==> config.mk <==
export PLATFORM = sky130hd
export DESIGN_NAME = npu_dot_sched
export DESIGN_NICKNAME = d
export VERILOG_FILES = /design/src/rtl/npu_pkg.sv /design/src/rtl/npu_mac_unit.sv /design/src/rtl/npu_dot_sched.sv
export SDC_FILE = /design/constraint.sdc
export NUM_CORES = 1
export LEC_CHECK = 0
export CAP_MARGIN = 20
export CORE_MARGIN = 8
export CORE_UTILIZATION = 55
export CTS_BUF_LIST = sky130_fd_sc_hd__clkbuf_2
export DETAILED_ROUTE_END_ITERATION = 12
export GPL_TIMING_DRIVEN = 0
export PLACE_DENSITY = 0.86
export RECOVER_POWER = 50
export SLEW_MARGIN = 20
export SYNTH_ARGS = -nofsm -noshare
export SYNTH_HDL_FRONTEND = slang
export SYNTH_SLANG_ARGS = --single-unit
==> constraint.sdc <==
create_clock -name clk -period 6.66 [get_ports clk]
set_input_delay 0.666 -clock clk [delete_from_list [all_inputs] [get_ports clk]]
set_output_delay 0.666 -clock clk [all_outputs]
set_load 0.02 [all_outputs]
==> src/rtl/npu_pkg.sv <==
// Shared types and helpers for the NPU dot-product scheduler.
// Holds the default widths, the scheduler state type and the saturation helper.
package npu_pkg;

  localparam int DEF_DATA_W = 8;
  localparam int DEF_ACC_W  = 24;
  localparam int DEF_BIAS_W = 16;

  typedef enum logic [1:0] {IDLE, RUN, FINAL, DONE} sched_state_t;

  typedef logic signed [DEF_DATA_W-1:0] data_t;
  typedef logic signed [DEF_ACC_W-1:0]  acc_t;

  localparam acc_t ACC_DATA_MAX = acc_t'(2**(DEF_DATA_W-1) - 1);
  localparam acc_t ACC_DATA_MIN = -acc_t'(2**(DEF_DATA_W-1));

  function automatic data_t sat_to_data(acc_t v);
    if (v > ACC_DATA_MAX)
      return data_t'(ACC_DATA_MAX);
    else if (v < ACC_DATA_MIN)
      return data_t'(ACC_DATA_MIN);
    else
      return data_t'(v);
  endfunction

endpackage

==> src/rtl/npu_mac_unit.sv <==
// Accumulator, bias add and saturating result register for the dot scheduler.
// Define NPU_SCHED_RELU_EN to clamp negative saturated results to zero.
module npu_mac_unit
  import npu_pkg::*;
#(
  parameter int DATA_W = DEF_DATA_W,
  parameter int ACC_W  = DEF_ACC_W,
  parameter int BIAS_W = DEF_BIAS_W
) (
  input  logic                     clk,
  input  logic                     rst,
  input  logic                     clr,
  input  logic                     acc_en,
  input  logic                     load,
  input  logic signed [DATA_W-1:0] feat,
  input  logic signed [DATA_W-1:0] wgt,
  input  logic signed [BIAS_W-1:0] bias,
  output logic signed [DATA_W-1:0] result
);

  logic signed [2*DATA_W-1:0] prod;
  logic signed [ACC_W-1:0]    acc_q;
  logic signed [ACC_W-1:0]    acc_in;
  logic signed [ACC_W-1:0]    sum;
  data_t                      sat;

  assign prod   = feat * wgt;
  assign acc_in = acc_en ? acc_q + ACC_W'(prod) : acc_q;
  // The sum sees any product landing this cycle so the final term is never lost.
  assign sum    = acc_in + ACC_W'(bias);

  always_comb begin
    sat = sat_to_data(acc_t'(sum));
`ifdef NPU_SCHED_RELU_EN
    if (sat[DEF_DATA_W-1])
      sat = '0;
`else
`endif
  end

  always_ff @(posedge clk or posedge rst) begin
    if (rst) begin
      acc_q  <= '0;
      result <= '0;
    end else begin
      acc_q <= clr ? '0 : acc_in;
      if (load)
        result <= DATA_W'(sat);
    end
  end

endmodule

==> src/rtl/npu_dot_sched.sv <==
// Dot-product job sequencer: latches a descriptor, streams RAM reads, emits a saturated result.
// Optional NPU_SCHED_RELU_EN (handled in npu_mac_unit) clamps negative results to zero.
module npu_dot_sched
  import npu_pkg::*;
#(
  parameter int DATA_W = DEF_DATA_W,
  parameter int ADDR_W = 8,
  parameter int LEN_W  = 8,
  parameter int ACC_W  = DEF_ACC_W,
  parameter int BIAS_W = DEF_BIAS_W
) (
  input  logic                     clk,
  input  logic                     rst,
  input  logic                     start,
  input  logic [LEN_W-1:0]         vec_len,
  input  logic [ADDR_W-1:0]        feat_base,
  input  logic [ADDR_W-1:0]        wgt_base,
  input  logic signed [BIAS_W-1:0] bias,
  output logic                     busy,
  output logic                     feat_rd_en,
  output logic [ADDR_W-1:0]        feat_addr,
  input  logic signed [DATA_W-1:0] feat_rd_data,
  output logic                     wgt_rd_en,
  output logic [ADDR_W-1:0]        wgt_addr,
  input  logic signed [DATA_W-1:0] wgt_rd_data,
  output logic signed [DATA_W-1:0] result_out,
  output logic                     result_valid
);

  sched_state_t             state_q, next_state;
  logic [LEN_W-1:0]         idx_q, len_q;
  logic [ADDR_W-1:0]        feat_base_q, wgt_base_q;
  logic signed [BIAS_W-1:0] bias_q;
  logic                     rd_valid_q;
  logic                     rd_en, acc_clr, load;

  // RUN holds one extra cycle with strobes low (idx == len) so the last read can land.
  assign rd_en        = (state_q == RUN) && (idx_q != len_q);
  assign feat_rd_en   = rd_en;
  assign wgt_rd_en    = rd_en;
  assign feat_addr    = rd_en ? feat_base_q + ADDR_W'(idx_q) : '0;
  assign wgt_addr     = rd_en ? wgt_base_q + ADDR_W'(idx_q) : '0;
  assign busy         = (state_q != IDLE);
  assign result_valid = (state_q == DONE);

  always_ff @(posedge clk or posedge rst) begin
    if (rst)
      state_q <= IDLE;
    else
      state_q <= next_state;
  end

  always_comb begin
    next_state = state_q;
    acc_clr    = 1'b0;
    load       = 1'b0;
    case (state_q)
      IDLE: begin
        if (start) begin
          acc_clr    = 1'b1;
          next_state = (vec_len == '0) ? FINAL : RUN;
        end
      end
      RUN: begin
        if (idx_q == len_q)
          next_state = FINAL;
      end
      FINAL: begin
        load       = 1'b1;
        next_state = DONE;
      end
      DONE:    next_state = IDLE;
      default: next_state = IDLE;
    endcase
  end

  always_ff @(posedge clk or posedge rst) begin
    if (rst) begin
      idx_q       <= '0;
      len_q       <= '0;
      feat_base_q <= '0;
      wgt_base_q  <= '0;
      bias_q      <= '0;
      rd_valid_q  <= 1'b0;
    end else begin
      rd_valid_q <= rd_en;
      if (state_q == IDLE && start) begin
        idx_q       <= '0;
        len_q       <= vec_len;
        feat_base_q <= feat_base;
        wgt_base_q  <= wgt_base;
        bias_q      <= bias;
      end else if (rd_en) begin
        idx_q <= idx_q + LEN_W'(1);
      end
    end
  end

  npu_mac_unit #(
    .DATA_W (DATA_W),
    .ACC_W  (ACC_W),
    .BIAS_W (BIAS_W)
  ) u_mac (
    .clk    (clk),
    .rst    (rst),
    .clr    (acc_clr),
    .acc_en (rd_valid_q),
    .load   (load),
    .feat   (feat_rd_data),
    .wgt    (wgt_rd_data),
    .bias   (bias_q),
    .result (result_out)
  );

endmodule

==> impl_metrics.py <==
metrics = {
    "status": {
        "status": "finished with violations",
        "violations": "max-capacitance violations, max-slew violations, negative setup slack",
    },
    "clock_network": {
        "cts.clk_slew.worst_paths_ns": 0.24,
        "cts-buffers-inserted": 9,
        "ctsLongestPathBuffers": 2,
        "clock_sinks": 83,
        "ctsHoldBuffers": 0,
        "htree_num_levels": 3,
        "cts_tree": "done",
        "worstSkewPairLatency_ns": 0.58,
        "cts-root-buf": "clkbuf_2",
    },
    "cells_and_area": {
        "seqCellArea_um2": 2080,
        "nNetsFinal": 1435,
        "multi_input_area_um2": 7760,
        "area_delta_synth_final_pct": 24.5,
        "final_common_cell": "nand2_1",
        "final_util_pct": 69.7,
        "fill_cells": 1261,
        "layout_common_cells": "nand2_1 (172), fa_1 (99), inv_1 (95)",
        "drive_above_1_share_pct": 19.2,
        "antenna_cells": 0,
    },
    "timing": {
        "rsz0062_at_grt": "yes",
        "finClkSkew_ns": 0.0464,
        "relSlewSlack_pct": -47.7,
        "timing.hold.ws_ns": 0.512,
        "worst_slack_ns": -0.178,
        "slew_violations": 86,
        "hold_viol": 0,
        "tightestPinTransition_ns": 2.20,
        "finalSetupViolations": 7,
        "fmax_mhz": 146,
        "period_minus_slack_ns": 6.84,
        "setup_tns_ns": -1.13,
        "period_share_pct": 103,
    },
    "floorplanning": {
        "io_pins": 87,
        "dieArea_um2": 22000,
        "start_util_pct": 56.0,
        "core-area_um2": 17200,
        "num_rows": 48,
        "die_w_um": 148,
        "fp.dieH_um": 148,
    },
    "worst_setup_path": {
        "start_kind": "primary input",
        "critPathArrivalTime_ns": 7.32,
        "crit_path_end_kind": "register",
        "critPathKind": "primary input to register",
        "path_max_fanout": 8,
        "required_ns": 7.14,
    },
    "global_route": {
        "grt_overflow_total": 0,
        "grt_pass1_wl_um": 40600,
        "grt_pass1_vias": 8511,
        "antenna_found_initial": 0,
        "grt_max_degree": 52,
        "grt_use_total_pct": 22.6,
    },
    "route": {
        "wl_um": 24200,
        "viasPerCell": 5.54,
        "drt_pre_antenna_iters": 5,
        "drt_iter0_markers": 399,
        "vias": 7749,
        "avgRoutedWirePerCell_um": 17.3,
        "drtAntennaViolNets": 0,
        "drc_errors": 0,
    },
    "place": {
        "dp_hpwl_um": 18000,
        "pre_cts_slack_ns": -1.52,
        "place_congestion": 0.870,
        "io_buffers": 85,
    },
    "hold_path": {
        "hold_path.class": "register to register",
    },
    "synthesis": {
        "synth_edf_count": 0,
        "yosysUniqueCellTypes": 71,
        "ys_ff_latch": 83,
        "avgSynthCellArea_um2": 9.33,
        "syn-num-nets": 1297,
        "yosysWarnings": 0,
        "synthFlopType": "dfrtp_1",
        "async_flop_share_pct": 100,
        "syn-cell-area_um2": 9610,
        "ys_seq_area_share_pct": 21.6,
        "netlist_instances": 1030,
    },
    "run": {
        "maxCapViolCount": 2,
    },
}
==> state kept, by name, indices dropped and copies added (netlist names) <==
name	flops
state_q	2
u_mac.result	8
len_q	8
rd_valid_q	1
bias_q	16
u_mac.acc_q	24
feat_base_q	8
idx_q	8
wgt_base_q	8
==> area by class of cell <==
| type | instances | share of cell area [%] |
|---|---|---|
| clock buffer | 11 | 0.460 |
| clock inverter | 5 | 0.523 |
| timing repair buffer | 127 | 10.0 |
| sequential | 83 | 17.4 |
| tap | 225 | 2.35 |
| buffer | 22 | 0.899 |
| multi-input combinational | 818 | 64.9 |
| inverter | 107 | 3.46 |
==> per-stage QoR <==
step	std cells	area, um^2
floorplan	1030	9930
global placement	1340	11100
detailed placement	1341	11100
CTS	1389	11800
global route	1398	12000
finish	1398	12000
==> synth_stat cells, drive strengths merged, types with 2 or more instances <==
| cell | n | area, um^2 |
|---|---|---|
| nor2b | 4 | 25.0 |
| nor3b | 2 | 20.0 |
| dfrtp | 83 | 2080 |
| o21a | 7 | 52.6 |
| a21oi | 45 | 233 |
| ha | 101 | 1260 |
| or2 | 2 | 12.5 |
| a211o | 3 | 27.5 |
| a31oi | 3 | 25.0 |
| nand3 | 17 | 95.1 |
| xnor2 | 51 | 447 |
| nand2 | 177 | 664 |
| and2 | 57 | 359 |
| buf | 2 | 12.5 |
| or3 | 7 | 48.8 |
| nor3 | 10 | 60.1 |
| mux2 | 15 | 169 |
| and4 | 2 | 17.5 |
| o31ai | 2 | 20.0 |
| o21ai | 37 | 196 |
| clkbuf | 20 | 76.3 |
| and3 | 5 | 31.3 |
| o21bai | 9 | 71.3 |
| o32ai | 2 | 43.8 |
| a21o | 20 | 150 |
| nand2b | 8 | 50.1 |
| nand4 | 8 | 50.1 |
| xor2 | 19 | 181 |
| inv | 106 | 398 |
| a211oi | 7 | 52.6 |
| nor2 | 54 | 203 |
| o22ai | 8 | 56.3 |
| o21ba | 2 | 26.3 |
| nor4 | 5 | 37.5 |
| nand3b | 3 | 22.5 |
| o211ai | 4 | 30.0 |
| o221ai | 2 | 17.5 |
| fa | 107 | 2140 |
==> cell families (layout without fill, tap and decap cells) <==
logic type      Yosys count  after routing  synth area share [%]
xor+xnor                 70             70                  6.53
compound gates          158            158                  11.1
buf+inv                 129            272                  5.10
flops                    83             83                  21.6
fa+ha+maj               208            208                  35.4
mux                      17             17                  2.10
simple gates            365            365                  18.1
==> worst max-delay path, stage by stage <==
cell and delay, ns:
buf_12 0.12, and2_4 0.16, buf_4 0.15, buf_12 0.14, fa_1 0.50, fa_1 0.58
fa_1 0.47, fa_1 0.52, ha_1 0.31, ha_1 0.41, o21ai_4 0.11, nor4b_4 0.29
nor2_2 0.09, buf_4 0.15, buf_4 0.12, xnor2_1 0.13, mux2_2 0.31, ha_4 0.31
and4_1 0.24, o2111ai_1 0.19, nor3_2 0.20, nor3_1 0.11, nor3_2 0.24, xor2_2 0.09
buf_4 0.17, o32ai_4 0.31, buf_12 0.17, o22ai_2 0.08
==> layer usage <==
metal  routed length [um]  share of wire, %  track usage (%)
met1                 9960                41             26.6
met2                12500                52             40.2
met3                 1160               4.8             4.53
met4                  588               2.4             7.39
met5                    0                 0                0
==> timing repair <==
item,in CTS,in global routing
cloned,0,0
pin swaps,59,47
setup buffers,32,12
setup endpoints to repair,8,8
hold endpoints to repair,0,0
gates resized for setup,142,31
==> final timing paths <==
path,start,endpoint,slack [ns],depth (start not counted)
worst max-delay path,feat_rd_data[7],u_mac.result[0],-0.18,28
worst min-delay path,wgt_base_q[4],wgt_base_q[4],0.51,2
worst max register to register,u_mac.acc_q[4],u_mac.result[2],-0.16,26
worst min register to register,wgt_base_q[4],wgt_base_q[4],0.51,2
max in group asynchronous,rst,u_mac.acc_q[17],3.22,3
min in group asynchronous,rst,u_mac.result[3],1.08,2
Power is not shown: default switching activity piles up to over one toggle a cycle in this logic, so the estimate is an artifact.
